<file path="config.mk">
export PLATFORM = sky130hd
export DESIGN_NAME = uart_boot_loader
export DESIGN_NICKNAME = d
export VERILOG_FILES = /design/src/rtl/shrv32_loader_pkg.sv /design/src/rtl/loader_timer.sv /design/src/rtl/uart_boot_loader.sv
export SDC_FILE = /design/constraint.sdc
export NUM_CORES = 1
export LEC_CHECK = 0
export CORE_MARGIN = 3
export CORE_UTILIZATION = 60
export DETAILED_ROUTE_END_ITERATION = 16
export PLACE_DENSITY_LB_ADDON = 0.05
export SLEW_MARGIN = 20
export SYNTH_ARGS = -nofsm -noshare
export SYNTH_HDL_FRONTEND = slang
export SYNTH_SLANG_ARGS = --single-unit
</file>
<file path="constraint.sdc">
create_clock -name clock -period 19.5 [get_ports clock]
set_clock_uncertainty 0.2 [all_clocks]
set_input_delay 4.875 -clock clock [delete_from_list [all_inputs] [get_ports clock]]
set_output_delay 4.875 -clock clock [all_outputs]
set_load 0.01 [all_outputs]
</file>
<file path="src/rtl/shrv32_loader_pkg.sv">
// Shared types and constants for the UART boot loader.
package shrv32_loader_pkg;

  // Frame decoder states.
  typedef enum logic [2:0] {
    IDLE,
    ADDR,
    COUNT,
    DATA,
    CHECK
  } loader_state_e;

  // Default frame start marker.
  localparam logic [7:0] SYNC_BYTE_DEFAULT = 8'hA5;

  // Byte lengths of the multi-byte frame fields.
  localparam int unsigned ADDR_BYTES  = 4;
  localparam int unsigned COUNT_BYTES = 2;
  localparam int unsigned WORD_BYTES  = 4;

  // True when idx addresses the final byte of a field of n_bytes bytes.
  function automatic logic is_last_byte(input logic [1:0] idx, input int unsigned n_bytes);
    return idx == 2'(n_bytes - 1);
  endfunction

endpackage

</file>
<file path="src/rtl/loader_timer.sv">
// Reloadable down-counter that flags an inter-byte gap timeout.
module loader_timer #(
  parameter logic [31:0] TIMEOUT_CYCLES = 32'd1_000_000
) (
  input  logic clock,
  input  logic reset,
  input  logic reload,
  input  logic enable,
  output logic expired
);

  localparam int unsigned W = $clog2(TIMEOUT_CYCLES + 1);
  localparam logic [W-1:0] LOAD = TIMEOUT_CYCLES[W-1:0];

  logic [W-1:0] count_q, count_d;

  // Reload on activity, otherwise count down and park at zero.
  always_comb begin
    count_d = count_q;
    if (reload) begin
      count_d = LOAD;
    end else if (enable && count_q != '0) begin
      count_d = count_q - W'(1);
    end
  end

  // Counter register.
  always_ff @(posedge clock or posedge reset) begin
    // NOTE: state registers use non-blocking assignments so every flop samples
    // pre-edge values; blocking here would create order-dependent simulation.
    if (reset) begin
      count_q <= '0;
    end else begin
      count_q <= count_d;
    end
  end

  assign expired = enable && (count_q == '0);

endmodule

</file>
<file path="src/rtl/uart_boot_loader.sv">
// Decodes framed load commands from the UART receive path and issues word
// writes on the CPU's memory bus while holding the CPU off.
module uart_boot_loader
  import shrv32_loader_pkg::*;
#(
  parameter logic [31:0] TIMEOUT_CYCLES = 32'd1_000_000,
  parameter logic [7:0]  SYNC_BYTE      = SYNC_BYTE_DEFAULT
) (
  input  logic        clock,
  input  logic        reset,
  input  logic [7:0]  rxData,
  input  logic        rxValid,
  input  logic        memWait,
  output logic [31:0] vaddr,
  output logic [31:0] data,
  output logic [3:0]  byteena,
  output logic        memWE,
  output logic        cpuHold,
  output logic        done,
  output logic        error,
  output logic [15:0] wordsWritten
);

  loader_state_e state_q, state_d;
  logic [1:0]  idx_q, idx_d;           // byte position within the current field
  logic [23:0] sr_q, sr_d;             // previous three bytes; incoming byte is the MSB
  logic [31:0] base_q, base_d;
  logic [15:0] count_q, count_d;
  logic [15:0] words_rx_q, words_rx_d; // words fully received in this frame
  logic [7:0]  xor_q, xor_d;
  logic [31:0] vaddr_q, vaddr_d;
  logic [31:0] data_q, data_d;
  logic [3:0]  byteena_q, byteena_d;
  logic        we_q, we_d;
  logic        hold_q, hold_d;
  logic        done_q, done_d;
  logic        error_q, error_d;
  logic [15:0] words_written_q, words_written_d;

  logic [31:0] word_in;
  logic        accept;
  logic        all_rx;
  logic        timer_expired;
  logic        timer_enable;
  logic        timer_reload;

  assign timer_enable = (state_q != IDLE);
  assign timer_reload = rxValid || (state_q == IDLE);

  loader_timer #(
    .TIMEOUT_CYCLES(TIMEOUT_CYCLES)
  ) u_timer (
    .clock  (clock),
    .reset  (reset),
    .reload (timer_reload),
    .enable (timer_enable),
    .expired(timer_expired)
  );

  // Next-state, field assembly and write-request logic.
  always_comb begin
    // NOTE: every variable gets a default before the case so no path leaves a
    // value unassigned, which would otherwise infer a latch.
    state_d         = state_q;
    idx_d           = idx_q;
    sr_d            = sr_q;
    base_d          = base_q;
    count_d         = count_q;
    words_rx_d      = words_rx_q;
    xor_d           = xor_q;
    vaddr_d         = vaddr_q;
    data_d          = data_q;
    done_d          = 1'b0;
    error_d         = error_q;
    words_written_d = words_written_q;

    word_in = {rxData, sr_q};
    accept  = we_q && !memWait;
    all_rx  = (words_rx_q == count_q);

    // A pending write holds until the bridge takes it.
    we_d = we_q && memWait;
    if (accept && words_written_q != 16'hFFFF) begin
      words_written_d = words_written_q + 16'd1;
    end

    case (state_q)
      IDLE: begin
        if (rxValid && rxData == SYNC_BYTE) begin
          state_d         = ADDR;
          idx_d           = 2'd0;
          xor_d           = 8'h00;
          error_d         = 1'b0;
          words_written_d = 16'd0;
          words_rx_d      = 16'd0;
        end
      end

      ADDR: begin
        if (rxValid) begin
          sr_d  = word_in[31:8];
          xor_d = xor_q ^ rxData;
          idx_d = idx_q + 2'd1;
          if (is_last_byte(idx_q, ADDR_BYTES)) begin
            idx_d  = 2'd0;
            base_d = word_in;
            if (word_in[1:0] != 2'b00) begin
              error_d = 1'b1;
              state_d = IDLE;
            end else begin
              state_d = COUNT;
            end
          end
        end
      end

      COUNT: begin
        if (rxValid) begin
          sr_d  = word_in[31:8];
          xor_d = xor_q ^ rxData;
          idx_d = idx_q + 2'd1;
          if (is_last_byte(idx_q, COUNT_BYTES)) begin
            idx_d   = 2'd0;
            count_d = word_in[31:16];
            state_d = (word_in[31:16] == 16'd0) ? CHECK : DATA;
          end
        end
      end

      DATA: begin
        if (rxValid && all_rx) begin
          // Checksum byte arrived while the last write is still on the bus:
          // fine if the bridge takes it on this edge, an overrun otherwise.
          state_d = IDLE;
          if (we_q && memWait) begin
            error_d = 1'b1;
            we_d    = 1'b0;
          end else if (rxData == xor_q) begin
            done_d = 1'b1;
          end else begin
            error_d = 1'b1;
          end
        end else if (rxValid) begin
          sr_d  = word_in[31:8];
          xor_d = xor_q ^ rxData;
          idx_d = idx_q + 2'd1;
          if (is_last_byte(idx_q, WORD_BYTES)) begin
            idx_d      = 2'd0;
            words_rx_d = words_rx_q + 16'd1;
            if (we_q && memWait) begin
              // Previous word still stalled: drop it and abort the frame.
              error_d = 1'b1;
              we_d    = 1'b0;
              state_d = IDLE;
            end else begin
              we_d    = 1'b1;
              data_d  = word_in;
              vaddr_d = base_q + {14'd0, words_written_d, 2'b00};
            end
          end
        end else if (all_rx && accept) begin
          state_d = CHECK;
        end
      end

      CHECK: begin
        if (rxValid) begin
          state_d = IDLE;
          if (rxData == xor_q) begin
            done_d = 1'b1;
          end else begin
            error_d = 1'b1;
          end
        end
      end

      default: state_d = IDLE;
    endcase

    // Inter-byte timeout; an arriving byte wins and a stalled write finishes first.
    if (state_q != IDLE && timer_expired && !rxValid && !(we_q && memWait)) begin
      error_d = 1'b1;
      state_d = IDLE;
    end

    byteena_d = we_d ? 4'hF : 4'h0;
    // Hold the CPU off for one extra cycle after the frame ends.
    hold_d    = (state_d != IDLE) || (state_q != IDLE);
  end

  // State and datapath registers; reset clears everything, dropping memWE at once.
  always_ff @(posedge clock or posedge reset) begin
    if (reset) begin
      state_q         <= IDLE;
      idx_q           <= 2'd0;
      sr_q            <= 24'd0;
      base_q          <= 32'd0;
      count_q         <= 16'd0;
      words_rx_q      <= 16'd0;
      xor_q           <= 8'h00;
      vaddr_q         <= 32'd0;
      data_q          <= 32'd0;
      byteena_q       <= 4'h0;
      we_q            <= 1'b0;
      hold_q          <= 1'b0;
      done_q          <= 1'b0;
      error_q         <= 1'b0;
      words_written_q <= 16'd0;
    end else begin
      state_q         <= state_d;
      idx_q           <= idx_d;
      sr_q            <= sr_d;
      base_q          <= base_d;
      count_q         <= count_d;
      words_rx_q      <= words_rx_d;
      xor_q           <= xor_d;
      vaddr_q         <= vaddr_d;
      data_q          <= data_d;
      byteena_q       <= byteena_d;
      we_q            <= we_d;
      hold_q          <= hold_d;
      done_q          <= done_d;
      error_q         <= error_d;
      words_written_q <= words_written_d;
    end
  end

  assign vaddr        = vaddr_q;
  assign data         = data_q;
  assign byteena      = byteena_q;
  assign memWE        = we_q;
  assign cpuHold      = hold_q;
  assign done         = done_q;
  assign error        = error_q;
  assign wordsWritten = words_written_q;

endmodule

</file>
==> flow_summary_export.csv, run 1 <==
group,metric,value,unit
cts,numCtsBuffers,22,
final_layout,layout-drive-gt1-share,9.54,%
timing,fin_crit_sh,45.6,%
floorplan,die_w,134,um
final_layout,final_core_util,73.6,%
logic_synthesis,synth-compound-area-share,8.44,%
run_status,outcome,"complete, no violations",
final_layout,instances_no_fill,1327,
placed_design,gp_congestion,0.869,
final_layout,antenna_cells,0,
routing,ant_nets,0,
floorplan,design.die.area,0.0181,sq mm
grt,grt_util_met3,3.94,%
timing,drv_slew,0,
critical_path,cp-end-kind,"flip-flop",
cts,cts_sinks,205,
timing,finalSetupViolCount,0,
timing,worst_hold_slack,0.263,ns
routing,vias,7525,
logic_synthesis,avgSynthCellArea,9.79,sq um
cts,cts_max_path_buffers,3,
cts,postCtsSetupBuffers,0,
floorplan,rows,46,
grt,grt_pass1_vias,7419,
pwr,peakVddDrop,0.0800,mV
cts,insertion_delay,0.51,ns
grt,globalRoute.totalOverflow,0,
critical_path,critical_path_class,"in2reg",
floorplan,io_pins,100,
logic_synthesis,synth_seq_cells,205,
timing,fin_setup_tns,0,ns
floorplan,start_util,61.8,%
pwr,p_leak,5.47,nW
cts,cts_root_buffer,"clkbuf_16",
logic_synthesis,synth-edff-count,0,
timing,rsz0062_at_grt,"no",
critical_path,arrival,9.03,ns
grt,grt.busiest_layer,"met2",
logic_synthesis,synth.mux.area_fraction,6.02,%
logic_synthesis,synthFlopType,"dfrtp_1",
routing,vias_per_cell,5.67,
logic_synthesis,synth.cell_area,0.00989,sq mm
grt,grt_max_degree,129,
timing,worstMarginPinSlew,0.956,ns
routing,wire_per_inst,17.1,um
logic_synthesis,synth_fa_ha_area_share,3.11,%
grt,use_met1,37.9,%
pwr,p_comb_share,28.4,%
routing,wl,22700,um
logic_synthesis,synth_top_family_by_area,"simple AND/OR/NAND/NOR gates",
pwr,p_sw,0.506,mW
routing,drt_pre_antenna_iters,4,
logic_synthesis,synthSimpleGateAreaFrac,20.1,%
placed_design,dp.cells,1289,
logic_synthesis,synth_xor_area_share,7.97,%
placed_design,port_buffers,99,
logic_synthesis,async_reset_ff_share,100,%
grt,grt_usage,25.8,%
pwr,power_frac_clock,27.4,%
pwr,internal-power,1.01,mW
cts,cts_resized,0,
critical_path,cp-start-kind,"input port",
logic_synthesis,ys_types,55,
final_layout,final_common_cell,"nand2_1",
worst_hold_path,min_path_type,"reg2reg",
cts,cts_hold_buf,0,
placed_design,dp_hpwl,14900,um
cts,cts_tree,"yes",
routing,drcViolationCount,0,
pwr,powerDensity,129,mW/mm^2
floorplan,die_y,134,um
final_layout,fin_nets,1133,
logic_synthesis,ys_seq_area_share,51.9,%
pwr,finalPower,1.52,mW
logic_synthesis,netlist_instances,1010,
flow_run,cap_violations,0,
grt,antenna_found_initial,0,
critical_path,required,19.64,ns
grt,grt_pass1_wl,38000,um
cts,clk_pin_slew,0.06,ns
logic_synthesis,synth_fp_nets,1046,
pwr,p_seq_share,44.2,%
pwr,p_sw_share,33.3,%
final_layout,syn2layout_area_growth,19.1,%
timing,slew_headroom,36.3,%
logic_synthesis,ys_warn_count,0,
grt,use_met2,41.3,%
final_layout,mostFrequentLayoutCells,"nand2_1, dfrtp_1, clkdlybuf4s50_1",
timing,finalCriticalPeriod,8.89,ns
timing,finalHoldViolCount,0,
critical_path,worstPathMaxFanout,7,
cts,h-tree-depth,1,
routing,drt-initial-drc-count,551,
floorplan,core,0.0160,sq mm
timing,fmax,113,MHz
[synthesized netlist by cell type (3+ instances only)]
master | n | share of area [%]
nand2_1 | 241 | 9.1
dfrtp_1 | 205 | 52
o21ai_0 | 68 | 3.4
nor2_1 | 56 | 2.1
mux2_2 | 52 | 5.9
xor2_1 | 47 | 4.2
xnor2_1 | 43 | 3.8
clkbuf_1 | 38 | 1.4
a21oi_1 | 29 | 1.5
nand3_1 | 29 | 1.5
ha_1 | 23 | 2.9
nor2b_1 | 19 | 1.2
inv_1 | 16 | 0.61
nor3_1 | 15 | 0.76
nand4_1 | 14 | 0.89
and3_1 | 11 | 0.70
nor4_1 | 11 | 0.70
o211ai_1 | 9 | 0.68
or3_1 | 9 | 0.57
or4_1 | 7 | 0.53
a211oi_1 | 6 | 0.46
a21o_1 | 5 | 0.38
and2_1 | 5 | 0.32
nand2b_1 | 5 | 0.32
a31oi_1 | 4 | 0.25
buf_4 | 4 | 0.30
nor3b_1 | 4 | 0.30
and4_1 | 3 | 0.27
[state kept, by name (all words and copies together) (netlist names)]
register,cells
cpuHold,1
byteena,1
words_rx_q,16
u_timer.count_q,20
base_q,32
sr_q,24
count_q,16
idx_q,2
wordsWritten,16
state_q,3
data,32
vaddr,32
done,1
xor_q,8
error,1
[kinds of logic after synthesis]
| family | count (synthesis) |
|---|---|
| AOI/OAI and AO/OA | 141 |
| xor gates and xnor gates | 90 |
| adders and majority gates | 24 |
| buffers and inverters | 60 |
| DFF | 205 |
| muxes | 53 |
| and+or+nand+nor | 437 |
[worst paths after layout]
path | startpoint | end | slack (ns) | depth (start not counted)
worst max-delay path | memWait | vaddr[21] | 10.61 | 15
min in group asynchronous | reset | vaddr[1] | 4.77 | 2
worst min register to register | base_q[1] | vaddr[1] | 0.26 | 2
worst min-delay path | base_q[1] | vaddr[1] | 0.26 | 2
max in group asynchronous | reset | xor_q[6] | 12.78 | 3
worst max register to register | byteena[2] | vaddr[21] | 14.89 | 14
[power groups by stage]
stage | logic, mW | clock network (mW) | registers, mW
floorplan | 0.273 | 0 | 0.650
global placement | 0.418 | 0 | 0.672
global route | 0.485 | 0.440 | 0.687
finish | 0.431 | 0.416 | 0.670
detailed placement | 0.429 | 0 | 0.674
CTS | 0.435 | 0.422 | 0.669
[critical path: stages]
cell and delay (ns):
clkdlybuf4s50_1 0.44, nor2b_1 0.43, nand2_1 0.13, or3b_2 0.50, inv_1 0.12, and3_1 0.18
xor2_1 0.08, ha_1 0.34, a21oi_1 0.09, o21ai_0 0.36, o211ai_1 0.18, a221oi_1 0.78
o21ai_0 0.21, xor2_1 0.19, o21ai_0 0.10
[metrics by stage]
step	cell area, sq um	worst slack [ns]
final	11800	10.61
after global routing	11800	10.12
after CTS	11800	10.63
after detailed placement	11100	10.15
after global placement	11100	10.26
after floorplan	9890	8.83
[layout make-up]
| type | count | area [sq um] |
|---|---|---|
| inverter | 16 | 67.6 |
| timing repair buffer | 107 | 1050 |
| clock buffer | 31 | 656 |
| tap | 216 | 270 |
| fill | 1209 | 4230 |
| multi-input combinational | 745 | 4530 |
| clock inverter | 7 | 66.3 |
| sequential | 205 | 5130 |
[metal layers]
layer	up-vias	wire length, um
met2	187	10600
met5	-	0
met3	31	1180
li1	3620	-
met4	0	388
met1	3687	10500
(Power assumes the default switching activity.)
==> run 2: changes to the inputs <==
CORE_UTILIZATION = 57   (was 60)
clock period = 8.64 ns   (was 19.5 ns; I/O delays follow)
==> run 2 against run 1 <==
Utilization shrank 3.1 points. First-iteration DRC count is 10% lower. Critical path type unchanged. Worst setup slack got worse by 8.2 ns. Combinational power rose by 130%. Die area grew 5.0%.
==> flow_summary_export.csv, run 2 (synthesis gave the netlist of run 1 again) <==
group,metric,value,unit
run_status,outcome,"complete, no violations",
critical_path,reg2reg_slack,3.99,ns
timing,finalCriticalPeriod,6.24,ns
critical_path,worstReg2RegEnd,"vaddr[19]",
final_layout,mostFrequentLayoutCells,"nand2_1, dfrtp_1, clkdlybuf4s50_1",
critical_path,cp-start-kind,"input port",
cts,cts_root_buffer,"clkbuf_16",
timing,fin_crit_sh,72.2,%
final_layout,syn2layout_area_growth,19.5,%
cts,numCtsBuffers,22,
timing,rsz0062_at_grt,"no",
cts,postCtsSetupBuffers,0,
cts,cts_resized,0,
critical_path,worstPathMaxFanout,7,
critical_path,cp_num_buf_inv,2,
critical_path,arrival,6.45,ns
placed_design,gp_congestion,0.828,
final_layout,regArea,0.00513,sq mm
grt,grt_max_degree,113,
grt,grt_pass1_vias,7313,
critical_path,r2r-start,"byteena[2]",
critical_path,critical_path_class,"in2reg",
timing,fin_setup_tns,0,ns
grt,grt_usage,24.3,%
grt,antenna_found_initial,0,
critical_path,startpoint,"memWait",
final_layout,final_common_cell,"nand2_1",
critical_path,cp_common_cell,"o21ai_0",
critical_path,required,8.85,ns
timing,fmax,160,MHz
routing,drt-initial-drc-count,496,
cts,cts_hold_buf,0,
cts,insertion_delay,0.50,ns
final_layout,multiInputGateArea,0.00453,sq mm
placed_design,placed_area,0.0111,sq mm
grt,grt_pass1_wl,37200,um
placed_design,dp_hpwl,15200,um
worst_hold_path,hold_path.startpoint,"vaddr[3]",
pwr,powerDensity,293,mW/mm^2
floorplan,start_util,59.0,%
timing,drv_slew,0,
timing,finalSetupViolCount,0,
pwr,p_leak,5.49,nW
cts,cts_sinks,205,
routing,ant_nets,0,
floorplan,rows,47,
floorplan,die_w,138,um
critical_path,cp-end-kind,"flip-flop",
final_layout,antenna_cells,0,
timing,worst_hold_slack,0.268,ns
worst_hold_path,hold_depth,2,
pwr,peakVddDrop,0.196,mV
routing,vias,7514,
floorplan,design.die.area,0.0190,sq mm
critical_path,crit_chain,"clkdlybuf4s50_1 -> nor2b_1 -> nand2_1 -> or3b_2 -> inv_1 -> and3_1 -> xor2_1 -> ha_1 -> a21oi_1 -> o21ai_0 -> o211ai_1 -> a221oi_1 -> o21ai_0 -> xor2_1 -> o21ai_0",
worst_hold_path,min_path_type,"reg2reg",
floorplan,die_y,138,um
final_layout,layout-drive-gt1-share,9.25,%
cts,cts_tree,"yes",
final_layout,design_area,0.0118,sq mm
cts,cts_max_path_buffers,3,
final_layout,nFillCells,1351,
final_layout,fin_nets,1134,
routing,drt_pre_antenna_iters,5,
critical_path,max_stage_delay,0.78,ns
floorplan,core,0.0168,sq mm
routing,wl,22700,um
routing,wire_per_inst,17.0,um
routing,drcViolationCount,0,
critical_path,cp_top_family,"compound AO/OA/AOI/OAI gates",
critical_path,r2r_cells,14,
worst_hold_path,min_to,"vaddr[3]",
placed_design,port_buffers,99,
floorplan,io_pins,100,
cts,clk_pin_slew,0.06,ns
flow_run,cap_violations,0,
timing,worstMarginPinSlew,0.966,ns
timing,finalHoldViolCount,0,
routing,vias_per_cell,5.63,
cts,h-tree-depth,1,
critical_path,crit_path_top_delay_cell,"a221oi_1",
grt,globalRoute.totalOverflow,0,
timing,slew_headroom,35.6,%
==> run 2: changes by cell type in the layout (fill, tap and decap cells not counted), sizes merged <==
cell      before  now
buf            8    9
clkinv         4    2
clkbuf        31   35
inv           17   16
bufinv         1    3
clkinvlp       1    0
==> run 2: layer usage <==
metal / vias up / wire length [um] / track usage, %
met4: 0 / 463 / 6.04
li1: 3630 / - / -
met5: - / 0 / 0
met1: 3654 / 10900 / 36.3
met3: 42 / 1020 / 3.18
met2: 188 / 10300 / 38.1
==> run 2: metrics by stage <==
step	std cells	utilization, %	worst slack (ns)	total power [mW]
floorplan	1010	-	0.684	2.08
global placement	1294	66.0	2.12	2.47
detailed placement	1294	66.0	2.00	2.50
CTS	1334	70.5	2.44	3.49
global route	1334	70.5	2.03	3.67
finish	1334	70.5	2.40	3.46
==> run 2: worst max-delay path by stage <==
| stage | cells past startpoint | end | slack, ns |
|---|---|---|---|
| 3_3_place_gp | 15 | vaddr[19] | 2.12 |
| 4_1_cts | 15 | vaddr[19] | 2.44 |
| 6_report | 15 | vaddr[19] | 2.40 |
| 5_1_grt | 15 | vaddr[21] | 2.03 |
| 2_1_floorplan | 1 | base_q[0] | 0.68 |
| 3_5_place_dp | 15 | vaddr[19] | 2.00 |
==> run 2: layout make-up <==
class	count	area share, %
clock inverters	5	0.847
multi-input cells	745	38.4
repair buffers	108	8.96
clock buffers	35	5.51
flip-flops and latches	205	43.4
inverters	16	0.572
well taps	220	2.33
==> run 2: worst reg2reg max path, cell delays in order (launching register included) <==
cell	delay (ns)
dfrtp_1	0.49
nor2b_1	0.51
nand2_1	0.17
or3b_2	0.51
inv_1	0.12
and3_1	0.18
xor2_1	0.08
ha_1	0.36
a21oi_1	0.10
o21ai_0	0.33
o211ai_1	0.18
a221oi_1	0.78
o21ai_0	0.21
xor2_1	0.18
o21ai_0	0.17
==> run 2: report_power, final <==
group,switching (mW),total [mW],internal [mW],leakage (nW)
registers,0.277,1.51,1.23,2.70
logic,0.486,0.977,0.491,2.42
clock network,0.372,0.977,0.605,0.366
==> run 3: changes to the inputs <==
CORE_UTILIZATION = 52   (was 57)
clock period = 5.5 ns   (was 8.64 ns; I/O delays follow)
==> run 3 against run 2 <==
Non-clock buffer count grew 8. Power grew 60%. Count of clock-buffer cells in the layout shrank 6. Wire length grew 2.9%. Worst setup slack lost 1.8 ns. Final cell count grew 1.3%.
==> flow_summary_export.csv, run 3 (synthesis gave the netlist of run 1 again) <==
group,metric,value,unit
routing,wl,23400,um
final_layout,final_common_cell,"nand2_1",
timing,rsz0062_at_grt,"no",
cts,numCtsBuffers,23,
floorplan,design.die.area,0.0207,sq mm
grt,globalRoute.totalOverflow,0,
critical_path,reg2reg_slack,1.11,ns
cts,cts_tree,"yes",
placed_design,gp_congestion,0.899,
placed_design,placed_area,0.0111,sq mm
routing,drt_pre_antenna_iters,4,
timing,fmax,204,MHz
timing,fin_crit_sh,89.1,%
cts,cts_sinks,205,
pwr,p_sw,1.82,mW
cts,h-tree-depth,1,
routing,vias_per_cell,5.54,
timing,drv_slew,0,
final_layout,fin_nets,1143,
final_layout,design_area,0.0119,sq mm
floorplan,core,0.0183,sq mm
routing,drt-initial-drc-count,428,
routing,vias,7485,
grt,grt_pass1_vias,7136,
pwr,p_sw_share,32.8,%
cts,clk_pin_slew,0.06,ns
pwr,power_frac_clock,29.4,%
pwr,peakVddDrop,0.267,mV
floorplan,die_y,144,um
critical_path,cp-start-kind,"input port",
pwr,finalPower,5.54,mW
cts,cts_root_buffer,"clkbuf_16",
pwr,p_comb_share,27.6,%
pwr,p_seq_share,43.0,%
cts,postCtsSetupBuffers,0,
floorplan,io_pins,100,
timing,finalCriticalPeriod,4.90,ns
final_layout,syn2layout_area_growth,20.8,%
run_status,outcome,"complete, no violations",
routing,wire_per_inst,17.3,um
final_layout,layout-drive-gt1-share,10.5,%
final_layout,antenna_cells,0,
timing,fin_setup_tns,0,ns
grt,grt_pass1_wl,38000,um
pwr,internal-power,3.73,mW
floorplan,die_w,144,um
critical_path,required,5.67,ns
grt,antenna_found_initial,0,
floorplan,rows,49,
critical_path,critical_path_class,"in2reg",
critical_path,worstPathMaxFanout,5,
grt,grt_usage,22.8,%
critical_path,cp-end-kind,"flip-flop",
placed_design,port_buffers,99,
timing,finalSetupViolCount,0,
floorplan,start_util,53.9,%
routing,ant_nets,0,
pwr,powerDensity,464,mW/mm^2
cts,insertion_delay,0.51,ns
grt,grt_max_degree,94,
pwr,p_leak,5.55,nW
flow_run,cap_violations,0,
routing,drcViolationCount,0,
placed_design,dp_hpwl,15600,um
cts,cts_resized,0,
cts,cts_hold_buf,0,
timing,worstMarginPinSlew,1.08,ns
worst_hold_path,min_path_type,"reg2reg",
final_layout,mostFrequentLayoutCells,"nand2_1, dfrtp_1, clkdlybuf4s50_1",
timing,finalHoldViolCount,0,
critical_path,arrival,5.07,ns
cts,cts_max_path_buffers,3,
timing,slew_headroom,27.4,%
run 3: cell type report:
type | count | area (sq um)
Sequential cell | 205 | 5130
Timing Repair Buffer | 116 | 1130
Tap cell | 229 | 287
Fill cell | 1490 | 6390
Multi-Input combinational cell | 745 | 4530
Clock inverter | 11 | 164
Inverter | 16 | 63.8
Clock buffer | 29 | 638
run 3: power by group through the flow:
stage / Combinational, mW / Clock, mW / Sequential [mW]
after global routing: 1.71 / 1.73 / 2.44
after detailed placement: 1.53 / 0 / 2.40
final: 1.53 / 1.63 / 2.38
after global placement: 1.49 / 0 / 2.40
after CTS: 1.54 / 1.66 / 2.38
after floorplan: 0.968 / 0 / 2.30
run 3: worst max-delay path, cell delays in order:
cell	delay [ns]
clkdlybuf4s50_1	0.45
nor2b_1	0.12
buf_4	0.15
a21boi_0	0.30
mux2_2	0.42
fa_1	0.45
a211oi_1	0.27
o21ai_0	0.29
o211ai_1	0.52
a31oi_1	0.28
nand3_1	0.17
xor2_1	0.16
o21ai_0	0.11
run 3: worst paths after layout:
kind	start	to	cells after the start
worst max-delay path	memWait	vaddr[26]	13
worst min-delay path	base_q[0]	vaddr[0]	2
worst max register to register	wordsWritten[8]	vaddr[26]	14
worst min register to register	base_q[0]	vaddr[0]	2
max in group asynchronous	reset	wordsWritten[6]	3
min in group asynchronous	reset	u_timer.count_q[14]	2
run 3: metrics by stage:
stage,cells,setup slack [ns],util [%],hold WS [ns]
after floorplan,1010,0.923,-,0.235
after global placement,1311,0.307,60.8,0.252
after detailed placement,1311,0.213,60.8,0.260
after CTS,1351,0.695,65.2,0.269
after global routing,1351,0.404,65.2,0.289
final,1351,0.600,65.2,0.269
run 3: per-layer routing:
metal | vias to the layer above | wire (um) | global-route usage (%)
met5 | - | 0 | 0
met4 | 0 | 373 | 5.00
met3 | 31 | 1300 | 3.56
met2 | 193 | 10600 | 34.9
met1 | 3621 | 11100 | 34.7
li1 | 3640 | - | -
==> patch 1, RTL diff (settings of run 3) <==
The 5 states of `loader_state_e` get a one-hot encoding in 5 bits.
--- a/src/rtl/shrv32_loader_pkg.sv
+++ b/src/rtl/shrv32_loader_pkg.sv
@@ -2,12 +2,12 @@
 package shrv32_loader_pkg;
 
   // Frame decoder states.
-  typedef enum logic [2:0] {
-    IDLE,
-    ADDR,
-    COUNT,
-    DATA,
-    CHECK
+  typedef enum logic [4:0] {
+    IDLE  = 5'b00001,
+    ADDR  = 5'b00010,
+    COUNT = 5'b00100,
+    DATA  = 5'b01000,
+    CHECK = 5'b10000
   } loader_state_e;
 
   // Default frame start marker.
Check against the original RTL: same outputs for any inputs over 4 cycles, from zero or initial values and one cycle with reset high; so few cycles prove little.
==> patch 1 against run 3 <==
- area after synthesis is 2.5% higher
- setup slack gained 330 ps
- routed wire length increased by 0.66%
- fmax grew 7.2%
- sequential cell count increased by 2
- first-iteration DRC count fell by 7.7%
- via count is 2.2% higher
- design area grew 2.5%
- largest cell class unchanged
Power is not compared: it rests on default switching activity, and its combinational part moved more than twofold at a synthesized area within 25%.
==> patch 1: results (changes against run 3) <==
[outcome]
status = finished, final reports clean

[setup_path]
path_delay_family = compound AO/OA/AOI/OAI gates
cp_slowest_stage_delay_ps = 430  ; -90 ps
rrSetupSlack_ps = 1340  ; +230 ps
slowest_stage = clkdlybuf4s50_1
path_max_fanout = 9  ; +4

[final_layout]
num_antenna_cells = 0  ; unchanged
layout-drive-gt1-share = 0.107  ; +0.00157
fin_nets = 1163  ; +1.7%
fill_cells = 1594  ; +7.0%

[logic_synthesis]
synth_area_leaders = dfrtp_1, nand2_1, mux2_2
yosysUniqueCellTypes = 60  ; +9.1%
synthTopCellsByCount = dfrtp_1, nand2_1, o21ai_0
synth_nets = 1068  ; +2.1%
synth_mux_area_frac = 0.0642  ; +0.00395
ys_warn_count = 0  ; unchanged
synth_seq_area_share = 0.511  ; -0.00768
ys_async_sr_fraction = 1.00  ; unchanged
synthAdderAreaFrac = 0.0304  ; -0.000765
synthCells = 1032  ; +2.2%
synth_flop_cell = dfrtp_1
synth_compound_area_frac = 0.0976  ; +0.0132
synth_xor_xnor_area_share = 0.0786  ; -0.00109

[drt]
via_per_inst = 5.45  ; -1.6%
wl_met1_um = 11500  ; +4.0%
wl_per_cell_um = 16.8  ; -3.1%
top_layer_used = met4
route.met3.wl_um = 908  ; -30%
drtIter0Drc = 395  ; -7.7%
dr.pass1.iters = 4  ; unchanged
dr_wl_met2_um = 10700  ; +0.37%
vias = 7646  ; +2.2%

[timing]
period_share = 0.831  ; -0.0602
slew-limit-headroom = 0.394  ; +0.120

[clock_network]
worst_skew_pair.late_latency_ps = 510  ; about the same
cts-root-buf = clkbuf_16
post_cts_buffers = 0  ; unchanged
h-tree-depth = 1  ; unchanged
clk_path_buf_depth = 3  ; unchanged
cts-resized-gates = 0  ; unchanged
cts.clk_slew.worst_paths_ps = 60  ; about the same

[power]
p_leak_nw = 5.56
irDropWorstVdd_v = 0.000202

[placed_design]
dp.cells = 1362  ; +3.9%
hpwlAfterDp_um = 16600  ; +6.5%
place_congestion = 0.885  ; -1.6%
port_buffers = 99  ; unchanged

[worst_hold_path]
whs_path_depth = 2  ; unchanged
hold_class = register to register

[global_route]
grt_pass1_vias = 7475  ; +4.8%
grt_pass1_wl_um = 39100  ; +2.9%
antenna_found_initial = 0  ; unchanged
grtUsageTotal = 0.221  ; -0.00701
grt_max_degree = 117  ; +24%

patch 1: cell types whose count changed in the layout (fill, tap and decap cells not counted), moves of 13 or more:
cell     before  now
and2_1        5   21
inv_1        15   31
nand2_1     241  173
nor2_1       55   68
nor2b_1      19    5
o21ai_0      68   95
xnor2_1      43   59
xor2_1       47   32
patch 1: final timing paths:
| check | startpoint | to |
|---|---|---|
| min in group asynchronous | reset | vaddr[24]$_DFFE_PP0P_ |
| max reg2reg | wordsWritten[7]$_DFF_PP0_ | vaddr[30]$_DFFE_PP0P_ |
| max in group asynchronous | reset | data[0]$_DFFE_PP0P_ |
| max | memWait | vaddr[27]$_DFFE_PP0P_ |
| min | data[3]$_DFFE_PP0P_ | data[3]$_DFFE_PP0P_ |
| min reg2reg | data[3]$_DFFE_PP0P_ | data[3]$_DFFE_PP0P_ |
patch 1: cell families after synthesis:
group,after synthesis
muxes,59
adders and majority gates,24
and+or+nand+nor,399
xor gates and xnor gates,91
buffers and inverters,80
DFF,207
AOI/OAI and AO/OA,172
patch 1: tightest hold or removal path, cell delays in order, from the launching register on:
cell and delay, ps:
dfrtp_1 340, nand2_1 50, nand2_1 50
patch 1: metal layers:
metal	vias to the layer above	GRT usage
met5	-	0
met2	178	0.350
met1	3705	0.333
met4	0	0.0423
li1	3734	-
met3	29	0.0290
patch 1: stage by stage:
stage | hold slack, ps | total power [mW] | util | instance area, sq um | worst slack, ps
2_1_floorplan | 233 | 1.79 | - | 10100 | 994
3_3_place_gp | 256 | 1.88 | 0.605 | 11500 | 581
3_5_place_dp | 262 | 1.88 | 0.605 | 11500 | 474
4_1_cts | 276 | 3.45 | 0.646 | 12200 | 969
5_1_grt | 293 | 3.55 | 0.646 | 12200 | 601
6_report | 271 | 3.41 | 0.646 | 12200 | 931
patch 1: final cells by class:
| cell class | instances | area share |
|---|---|---|
| clock inverter | 8 | 0.0101 |
| multi-input combinational | 745 | 0.381 |
| clock buffer | 33 | 0.0534 |
| timing repair buffer | 118 | 0.0957 |
| tap | 260 | 0.0266 |
| sequential | 207 | 0.423 |
| inverter | 32 | 0.0101 |
patch 1: report_power, final:
group          switching, mW  total [mW]  internal (mW)
logic                  0.163       0.249         0.0866
clock network          0.601        1.57          0.966
registers             0.0383        1.60           1.56
==> patch 2, RTL diff (flow settings as in run 3) <==
Made on the original files. `TIMEOUT_CYCLES` is set to 32'd1_000_000 in 2 places; all go to 32'd500000.
--- a/src/rtl/loader_timer.sv
+++ b/src/rtl/loader_timer.sv
@@ -1,6 +1,6 @@
 // Reloadable down-counter that flags an inter-byte gap timeout.
 module loader_timer #(
-  parameter logic [31:0] TIMEOUT_CYCLES = 32'd1_000_000
+  parameter logic [31:0] TIMEOUT_CYCLES = 32'd500000
 ) (
   input  logic clock,
   input  logic reset,
--- a/src/rtl/uart_boot_loader.sv
+++ b/src/rtl/uart_boot_loader.sv
@@ -3,7 +3,7 @@
 module uart_boot_loader
   import shrv32_loader_pkg::*;
 #(
-  parameter logic [31:0] TIMEOUT_CYCLES = 32'd1_000_000,
+  parameter logic [31:0] TIMEOUT_CYCLES = 32'd500000,
   parameter logic [7:0]  SYNC_BYTE      = SYNC_BYTE_DEFAULT
 ) (
   input  logic        clock,
Formal check against the unedited RTL: no difference found for any inputs over 4 cycles, from zero or initial values and one cycle with reset high; that may be too few to reach the edited logic, so the function may still have changed.
==> patch 2 against run 3 <==
- register-to-register slack worse by 110 ps
- sequential share of layout area is 0.12 points lower
- sequential cell count is 1 lower
- routed wire length is 0.77% lower
- area after synthesis is 0.61% higher
- setup slack better by 130 ps
- design area is 0.21% lower
- critical endpoint is now vaddr[28]$_DFFE_PP0P_
- largest cell class unchanged
Power is not compared: it rests on default switching activity, and its combinational part moved more than twofold at a synthesized area within 25%.
==> patch 2: results (changes against run 3) <==
[outcome]
status = finished, final reports clean

[setup_path]
cp_data_arrival_time_ps = 4950  ; -120 ps
r2r_end = vaddr[25]$_DFFE_PP0P_
rr_startpoint = wordsWritten[3]$_DFF_PP0_
slowest_stage = nor4b_1
path_max_fanout = 6  ; +1
cp_slowest_stage_delay_ps = 460  ; -60 ps
crit_end = vaddr[28]$_DFFE_PP0P_

[worst_hold_path]
hold_end = data[13]$_DFFE_PP0P_
min-delay-start = data[13]$_DFFE_PP0P_

[drt]
drtIter0Drc = 470  ; +9.8%
wl_per_cell_um = 17.0  ; -1.9%
dr_wl_met2_um = 10900  ; +2.3%
drt_wl_total_um = 23200  ; -0.77%
wl_met1_um = 10900  ; -1.9%
via_per_inst = 5.55  ; +0.14%
route.met3.wl_um = 1100  ; -15%

[placed_design]
place_congestion = 0.870  ; -3.3%
hpwlAfterDp_um = 15700  ; +0.43%
place_ws_ps = 217  ; +3.70 ps
dp.cells = 1327  ; +1.2%

[power]
power_frac_seq = 0.475

[timing]
timing.fmax_ghz = 0.210  ; +2.7%
holdWs_ps = 274  ; +5.73 ps
slew-limit-headroom = 0.366  ; +0.0917

[final_layout]
fin_nets = 1158  ; +1.3%
fill_cells = 1528  ; +2.6%
layout-drive-gt1-share = 0.103  ; -0.00236
num_antenna_cells = 0  ; unchanged

[clock_network]
cts_buffers = 22  ; -4.3%
cts.clk_slew.worst_paths_ps = 60  ; about the same
h-tree-depth = 1  ; unchanged

[logic_synthesis]
synth_nets = 1061  ; +1.4%
synthCells = 1025  ; +1.5%
synth_seq_area_share = 0.513  ; -0.00565
synth_area_leaders = dfrtp_1, nand2_1, mux2_2
yosysUniqueCellTypes = 64  ; +16%
synthTopCellsByCount = nand2_1, dfrtp_1, nor2_1

[global_route]
antenna_found_initial = 0  ; unchanged
grt_max_degree = 170  ; +81%
grt.met2_usage = 0.369  ; +0.0196
grt_pass1_wl_um = 38500  ; +1.2%
grt_use_met3 = 0.0344  ; -0.00122
grt_pass1_vias = 7460  ; +4.5%
grt_use_met1 = 0.331  ; -0.0159

-- patch 2: cell types whose count changed after synthesis, sizes merged, moves of 7 or more --
cell	before	now
a21oi	29	36
nor2	56	66
buf	5	14
nor3	15	23
clkbuf	39	28
-- patch 2: kinds of logic (layout without fill, tap and decap cells) --
group,after synthesis,after routing,synth area share
compound gates,141,141,0.0857
fa+ha+maj,25,25,0.0320
flops,204,204,0.513
buf+inv,59,172,0.0249
simple gates,462,462,0.214
mux,51,51,0.0572
xor+xnor,83,83,0.0731
-- patch 2: cell type report --
type,instances,area [sq um],area share
Multi-Input combinational cell,762,4610,0.387
Clock inverter,10,87.6,0.00735
Sequential cell,204,5100,0.428
Inverter,17,67.6,0.00567
Clock buffer,30,642,0.0538
Tap cell,229,287,0.0240
Timing Repair Buffer,115,1120,0.0943
-- patch 2: through the flow --
stage | cell area (sq um) | util
detailed placement | 11200 | 0.608
global route | 11900 | 0.648
CTS | 11900 | 0.648
finish | 11900 | 0.648
floorplan | 9950 | -
global placement | 11200 | 0.608
